--- src/rtl/serial_subtractor.sv ---
// serial_subtractor: bit-serial A - B, LSB first, one full-subtractor cell plus borrow FF
module serial_subtractor #(
    parameter int WIDTH = 4
) (
    input  logic             clk,
    input  logic             rst,
    input  logic             start,
    input  logic [WIDTH-1:0] a,
    input  logic [WIDTH-1:0] b,
    output logic             busy,
    output logic             done,
    output logic [WIDTH-1:0] diff,
    output logic             borrow_out
);
    localparam int CW = $clog2(WIDTH) + 1;
    typedef enum logic [1:0] {IDLE, RUN, DONE} state_t;
    state_t state;
    logic [WIDTH-1:0] sa, sb, res, res_n;
    logic [CW-1:0] cnt;
    logic bor, d, bor_n;
    always_comb begin
        d = sa[0] ^ sb[0] ^ bor;
        bor_n = (~sa[0] & sb[0]) | (~(sa[0] ^ sb[0]) & bor);
        res_n = {d, res[WIDTH-1:1]};
    end
    // diff/borrow_out load only on entry to DONE, so partial results never show
    always_ff @(posedge clk or posedge rst) begin
        if (rst) begin
            state <= IDLE;
            busy <= 1'b0;
            done <= 1'b0;
            diff <= '0;
            borrow_out <= 1'b0;
            sa <= '0;
            sb <= '0;
            res <= '0;
            bor <= 1'b0;
            cnt <= '0;
        end else begin
            case (state)
                IDLE: if (start) begin
                    sa <= a;
                    sb <= b;
                    bor <= 1'b0;
                    cnt <= '0;
                    busy <= 1'b1;
                    state <= RUN;
                end
                RUN: begin
                    res <= res_n;
                    sa <= sa >> 1;
                    sb <= sb >> 1;
                    bor <= bor_n;
                    cnt <= cnt + 1'b1;
                    if (cnt == CW'(WIDTH - 1)) begin
                        state <= DONE;
                        done <= 1'b1;
                        diff <= res_n;
                        borrow_out <= bor_n;
                    end
                end
                DONE: begin
                    done <= 1'b0;
                    busy <= 1'b0;
                    state <= IDLE;
                end
                default: state <= IDLE;
            endcase
        end
    end
endmodule

--- config.mk ---
export PLATFORM = sky130hd
export DESIGN_NAME = serial_subtractor
export DESIGN_NICKNAME = d
export VERILOG_FILES = /design/src/rtl/serial_subtractor.sv
export SDC_FILE = /design/constraint.sdc
export NUM_CORES = 1
export LEC_CHECK = 0
export BUFFER_PORTS_ARGS = -buffer_cell sky130_fd_sc_hd__buf_2
export CAP_MARGIN = 20
export CORE_ASPECT_RATIO = 0.75
export CORE_MARGIN = 1
export CORE_UTILIZATION = 40
export DETAILED_ROUTE_END_ITERATION = 7
export PLACE_DENSITY = 0.71
export SLEW_MARGIN = 20
export SYNTH_ARGS = -nofsm -noshare
export SYNTH_HDL_FRONTEND = slang
export SYNTH_SLANG_ARGS = --single-unit
--- constraint.sdc ---
create_clock -name clk -period 4.25 [get_ports clk]
set_input_delay 0.425 -clock clk [delete_from_list [all_inputs] [get_ports clk]]
set_output_delay 0.425 -clock clk [all_outputs]
set_load 0.03 [all_outputs]
==> qor.yml, run 1 <==
worst_slack_ns: 2.74
num_vias: 721
arrival_ns: 1.66
yosysTopAreaCell: "dfrtp_1"
synth_fp_nets: 106
ys_async_sr_fraction: 1.00
leakagePower_nw: 0.599
pwr_density_cell_nw_per_um2: 802
yosys_most_used_dff: "dfrtp_1"
setup_violations: 0
wl_per_cell_um: 13.5
clkTransAtPathRegs_ns: 0.08
gp_congestion: 0.740
post-route-period-util: 0.354
portBuffers: 17
synth_top_area_share: 0.533
rsz0062_at_grt: "no"
detail-route-antenna-nets: 0
synth.cell_area_sq_um: 1130
grt_pass1_wl_um: 3080
regArea_sq_um: 601
hold_path.class: "input port to asynchronous set/reset pin"
dp_slack_ns: 2.76
via_per_inst: 5.04
fmax_ghz: 0.664
worst_slew_margin_rel: 0.406
ios: 18
hold_viol_final: 0
cts.sinks: 24
gr-usage-all-layers: 0.139
setup-tns-final_ns: 0
multi_input_area_sq_um: 449
antenna_found_initial: 0
power_mw: 1.01
path_max_fanout: 18
layout_min_cycle_time_ns: 1.51
htree_num_levels: 1
cts_root_buffer: "clkbuf_8"
overflow: 0
slew_viol_final: 0
startpoint: "state[0]"
synth_cells: 92
seq_area_frac_synth: 0.533
critical_path.endpoint_type: "register"
drive_above_1_share: 0.318
die_w_um: 63.3
wl_um: 1930
area_growth_pct: 11.4
critical_path_class: "register to register"
hold_buffers: 0
hpwlAfterDp_um: 1420
start_kind: "register"
cts_buffers: 3
drt_iter0_drc: 15
r2r_end: "diff[0]"
insertion_delay_ns: 0.27
initial_core_util: 0.426
whs_ns: 0.340
synth_area_leaders: "dfrtp_1, mux2_4, inv_1, a21oi_1, nor3_1"
die_area_sq_um: 3030
r2r_start: "state[0]"
worstMarginPinSlew_ns: 0.890
syn_area_per_cell_sq_um: 12.2
max_cap_viol_count: 0
critPathRequiredTime_ns: 4.40
dr.pass1.iters: 4
ys_ff_latch: 24
status: "finished, final reports clean"
finalNonFillerCells: 143
finalNetCount: 123
cts_tree: "built"
remaining_drc_errors: 0
peakVddDrop_mv: 0.324
synth_common_cells: "dfrtp_1, inv_1, mux2_4, a21oi_1, nor3_1"
diodes: 0
fillCellCount: 244
yosysWarnings: 0
post_cts_buffers: 0
grt_max_degree: 25
finalClockSkew_ns: 0.00342
post_cts_resized: 0
die_h_um: 48.0
dp_cells: 140
worstSetupEndpoint: "diff[0]"
core_area_sq_um: 2640
cts_buffer_depth: 2
r2r_slack_ns: 2.74
synth_edf_count: 0
yosysMostFrequentCell: "dfrtp_1"
rr_worst_depth: 2
ys_types: 26
grt_pass1_vias: 635
rows: 16
cells by family (layout without fill, tap and decap cells):
group | after synthesis | after routing | synth area share
adder cells (fa/ha/maj) | 3 | 3 | 0.0400
AO/OA/AOI/OAI | 24 | 24 | 0.152
flip-flops | 24 | 24 | 0.533
AND/OR/NAND/NOR | 20 | 20 | 0.113
buffers and inverters | 14 | 29 | 0.0678
multiplexers | 7 | 7 | 0.0933
area by class of cell:
class                   instances  share of cell area
clock buffers                   3              0.0329
inverters                       9              0.0269
multi-input cells              54               0.358
flip-flops and latches         24               0.479
well taps                      36              0.0359
repair buffers                 17              0.0678
worst min-delay path by stage:
stage	slack [ns]	start	end	cells past startpoint
6_report	0.34	rst	borrow_out	2
5_1_grt	0.38	a[3]	sa[3]	3
3_5_place_dp	0.47	borrow_out	borrow_out	2
4_1_cts	0.37	rst	borrow_out	2
3_3_place_gp	0.46	borrow_out	borrow_out	2
2_1_floorplan	0.44	rst	bor	1
layer usage:
| metal | routed length (um) | global-route usage |
|---|---|---|
| met1 | 934 | 0.196 |
| met2 | 869 | 0.202 |
| met3 | 112 | 0.0571 |
| met4 | 13 | 0.0273 |
| met5 | 0 | 0 |
where the power goes:
part / switching, mW / leakage, nW / internal [mW]
Combinational: 0.227 / 0.289 / 0.225
Clock: 0.0688 / 0.0216 / 0.0634
Sequential: 0.0878 / 0.288 / 0.335
critical path, stage by stage, from the launching register on:
cell	delay [ns]
dfrtp_1	0.81
nand3b_4	0.23
mux2_4	0.34
state kept, by name, indices dropped and copies added, names as in the netlist:
| register | count |
|---|---|
| busy | 1 |
| bor | 1 |
| sa | 4 |
| diff | 4 |
| done | 1 |
| borrow_out | 1 |
| cnt | 3 |
| sb | 4 |
| res | 3 |
| state | 2 |
layout by cell type (no fill, tap or decap):
cell type,Yosys,final
ha_1,2,2
o22ai_1,4,4
nand2b_1,1,1
o21ai_0,2,2
buf_2,1,17
nand2b_4,1,1
fa_1,1,1
mux2_4,7,7
a21oi_1,6,6
nor3_2,1,1
nor2_1,2,2
clkbuf_8,0,3
o21ba_2,1,1
a32o_1,1,1
o22a_1,2,2
o21bai_4,1,1
nor3b_1,2,2
o21ai_1,5,5
nor3_1,6,6
inv_1,9,9
nand2_1,5,5
nor2b_1,1,1
dfrtp_1,24,24
a211oi_2,2,2
nand3b_4,1,1
metrics by stage:
step / util / instance area [sq um]
after floorplan: - / 1130
after global placement: 0.459 / 1210
after detailed placement: 0.459 / 1210
after CTS: 0.475 / 1250
after global routing: 0.475 / 1250
final: 0.475 / 1250
Note: power is estimated with default switching activity, not from simulation.
==> run 2, diff against run 1 <==
Clock period 4.25 ns to 1.5 ns, I/O delays scaled along.
==> run 2 against run 1 <==
Maximum frequency is 4.5% higher; wire length is 4.3% higher; worst hold slack worse by 0.22 ns; count of clock-buffer cells in the layout stayed put; clock skew is 0.0023 ns lower; critical path type unchanged; register-to-register slack worse by 2.7 ns; setup slack worse by 2.7 ns; final cell count is 3.5% higher.
==> qor.yml, run 2 (same netlist as run 1, synthesis figures left out) <==
power_mw: 2.92  # was 1.01 mW
leakagePower_nw: 0.622  # was 0.599 nW
gr-usage-all-layers: 0.150  # was 0.139
wl_per_cell_um: 13.6  # was 13.5 um
setup-tns-final_ns: 0  # unchanged
overflow: 0  # unchanged
post-route-period-util: 0.961  # was 0.354
layout_min_cycle_time_ns: 1.44  # was 1.51 ns
clkTransAtPathRegs_ns: 0.08  # about the same
worstMarginPinSlew_ns: 0.391  # was 0.890 ns
remaining_drc_errors: 0  # unchanged
critical_path_class: "register to register"  # unchanged
fillCellCount: 248  # was 244
ios: 18  # unchanged
portBuffers: 17  # unchanged
setup_violations: 0  # unchanged
worst_slack_ns: 0.0589  # was 2.74 ns
finalNonFillerCells: 148  # was 143
dpl_cell_area_sq_um: 1240  # was 1210 sq um
drive_above_1_share: 0.339  # was 0.318
insertion_delay_ns: 0.26  # was 0.27 ns
core_area_sq_um: 2640  # unchanged
die_h_um: 48.0  # unchanged
dp_cells: 144  # was 140
max_cap_viol_count: 0  # unchanged
via_per_inst: 5.05  # was 5.04
whs_ns: 0.120  # was 0.340 ns
diodes: 0  # unchanged
cts_buffers: 3  # unchanged
finalClockSkew_ns: 0.00112  # was 0.00342 ns
final_common_cell: "dfrtp_1"  # unchanged
peakVddDrop_mv: 1.06  # was 0.324 mV
dp_slack_ns: 0.0700  # was 2.76 ns
gp_congestion: 0.744  # was 0.740
hpwlAfterDp_um: 1530  # was 1420 um
cts.sinks: 24  # unchanged
arrival_ns: 1.59  # was 1.66 ns
finalNetCount: 128  # was 123
fin_util: 0.490  # was 0.475
hold_path.class: "input port to register"  # was input port to asynchronous set/reset pin
die_w_um: 63.3  # unchanged
rsz0062_at_grt: "no"  # unchanged
path_max_fanout: 8  # was 18
fmax_ghz: 0.694  # was 0.664 GHz
start_kind: "register"  # unchanged
dr.pass1.iters: 4  # unchanged
hold_viol_final: 0  # unchanged
status: "finished, final reports clean"  # unchanged
final_cell_area_sq_um: 1290  # was 1250 sq um
critPathRequiredTime_ns: 1.65  # was 4.40 ns
initial_core_util: 0.426  # unchanged
die_area_sq_um: 3030  # unchanged
post_cts_resized: 0  # unchanged
slew_viol_final: 0  # unchanged
wl_um: 2010  # was 1930 um
grt_pass1_wl_um: 3350  # was 3080 um
grt_max_degree: 25  # unchanged
cts_root_buffer: "clkbuf_8"  # unchanged
r2r_slack_ns: 0.06  # was 2.74 ns
cts_tree: "built"  # unchanged
area_growth_pct: 15.0  # was 11.4%
grt_pass1_vias: 756  # was 635
post_cts_buffers: 0  # unchanged
drt_iter0_drc: 5  # was 15
busiest_layer: "met2"  # unchanged
use_met3: 0.0524  # was 0.0571
hold_buffers: 1  # was 0
detail-route-antenna-nets: 0  # unchanged
layout_common_cells: "dfrtp_1, buf_2, inv_1"  # unchanged
rows: 16  # unchanged
htree_num_levels: 1  # unchanged
reg.largest.list: "diff: 4 flops, sa: 4 flops, sb: 4 flops"  # unchanged
num_vias: 748  # was 721
met1_usage: 0.199  # was 0.196
worst_slew_margin_rel: 0.739  # was 0.406
grt_use_met2: 0.243  # was 0.202
critical_path.endpoint_type: "register"  # unchanged
cts_buffer_depth: 2  # unchanged
pwr_density_cell_nw_per_um2: 2260  # was 802 nW/um^2
antenna_found_initial: 0  # unchanged
-- run 2: cell types whose count changed in the layout (fill, tap and decap cells not counted), sizes merged --
cell,before,now
dlygate4sd3,0,1
buf,17,21
-- run 2: critical path: stages (launching register included) --
cell	delay (ns)
dfrtp_1	0.41
ha_1	0.21
ha_1	0.23
nand3b_4	0.16
mux2_4	0.32
-- run 2: routing by layer --
layer / part of all wire / routed length, um / vias up
li1: - / - / 358
met1: 0.50 / 1000 / 373
met2: 0.45 / 904 / 15
met3: 0.041 / 83 / 2
met4: 0.010 / 21 / 0
met5: 0 / 0 / -
-- run 2: area by class of cell --
type                       instances  area [sq um]  share of cell area
timing repair buffer              22           125              0.0966
sequential                        24           601               0.464
clock buffer                       3          41.3              0.0319
tap                               36          45.0              0.0348
multi-input combinational         54           449               0.347
inverter                           9          33.8              0.0261
-- run 2: final timing paths --
check	startpoint	to	cells after the start
max	cnt[0]	diff[3]	4
min	b[3]	sb[3]	3
max reg2reg	cnt[0]	diff[3]	4
min reg2reg	borrow_out	borrow_out	2
max in group asynchronous	rst	sb[0]	4
min in group asynchronous	rst	diff[0]	4
-- run 2: report_power, final --
| group | leakage [nW] | total [mW] | internal [mW] | switching [mW] |
|---|---|---|---|---|
| Combinational | 0.313 | 1.40 | 0.680 | 0.724 |
| Sequential | 0.288 | 1.15 | 0.951 | 0.199 |
| Clock | 0.0216 | 0.367 | 0.179 | 0.188 |
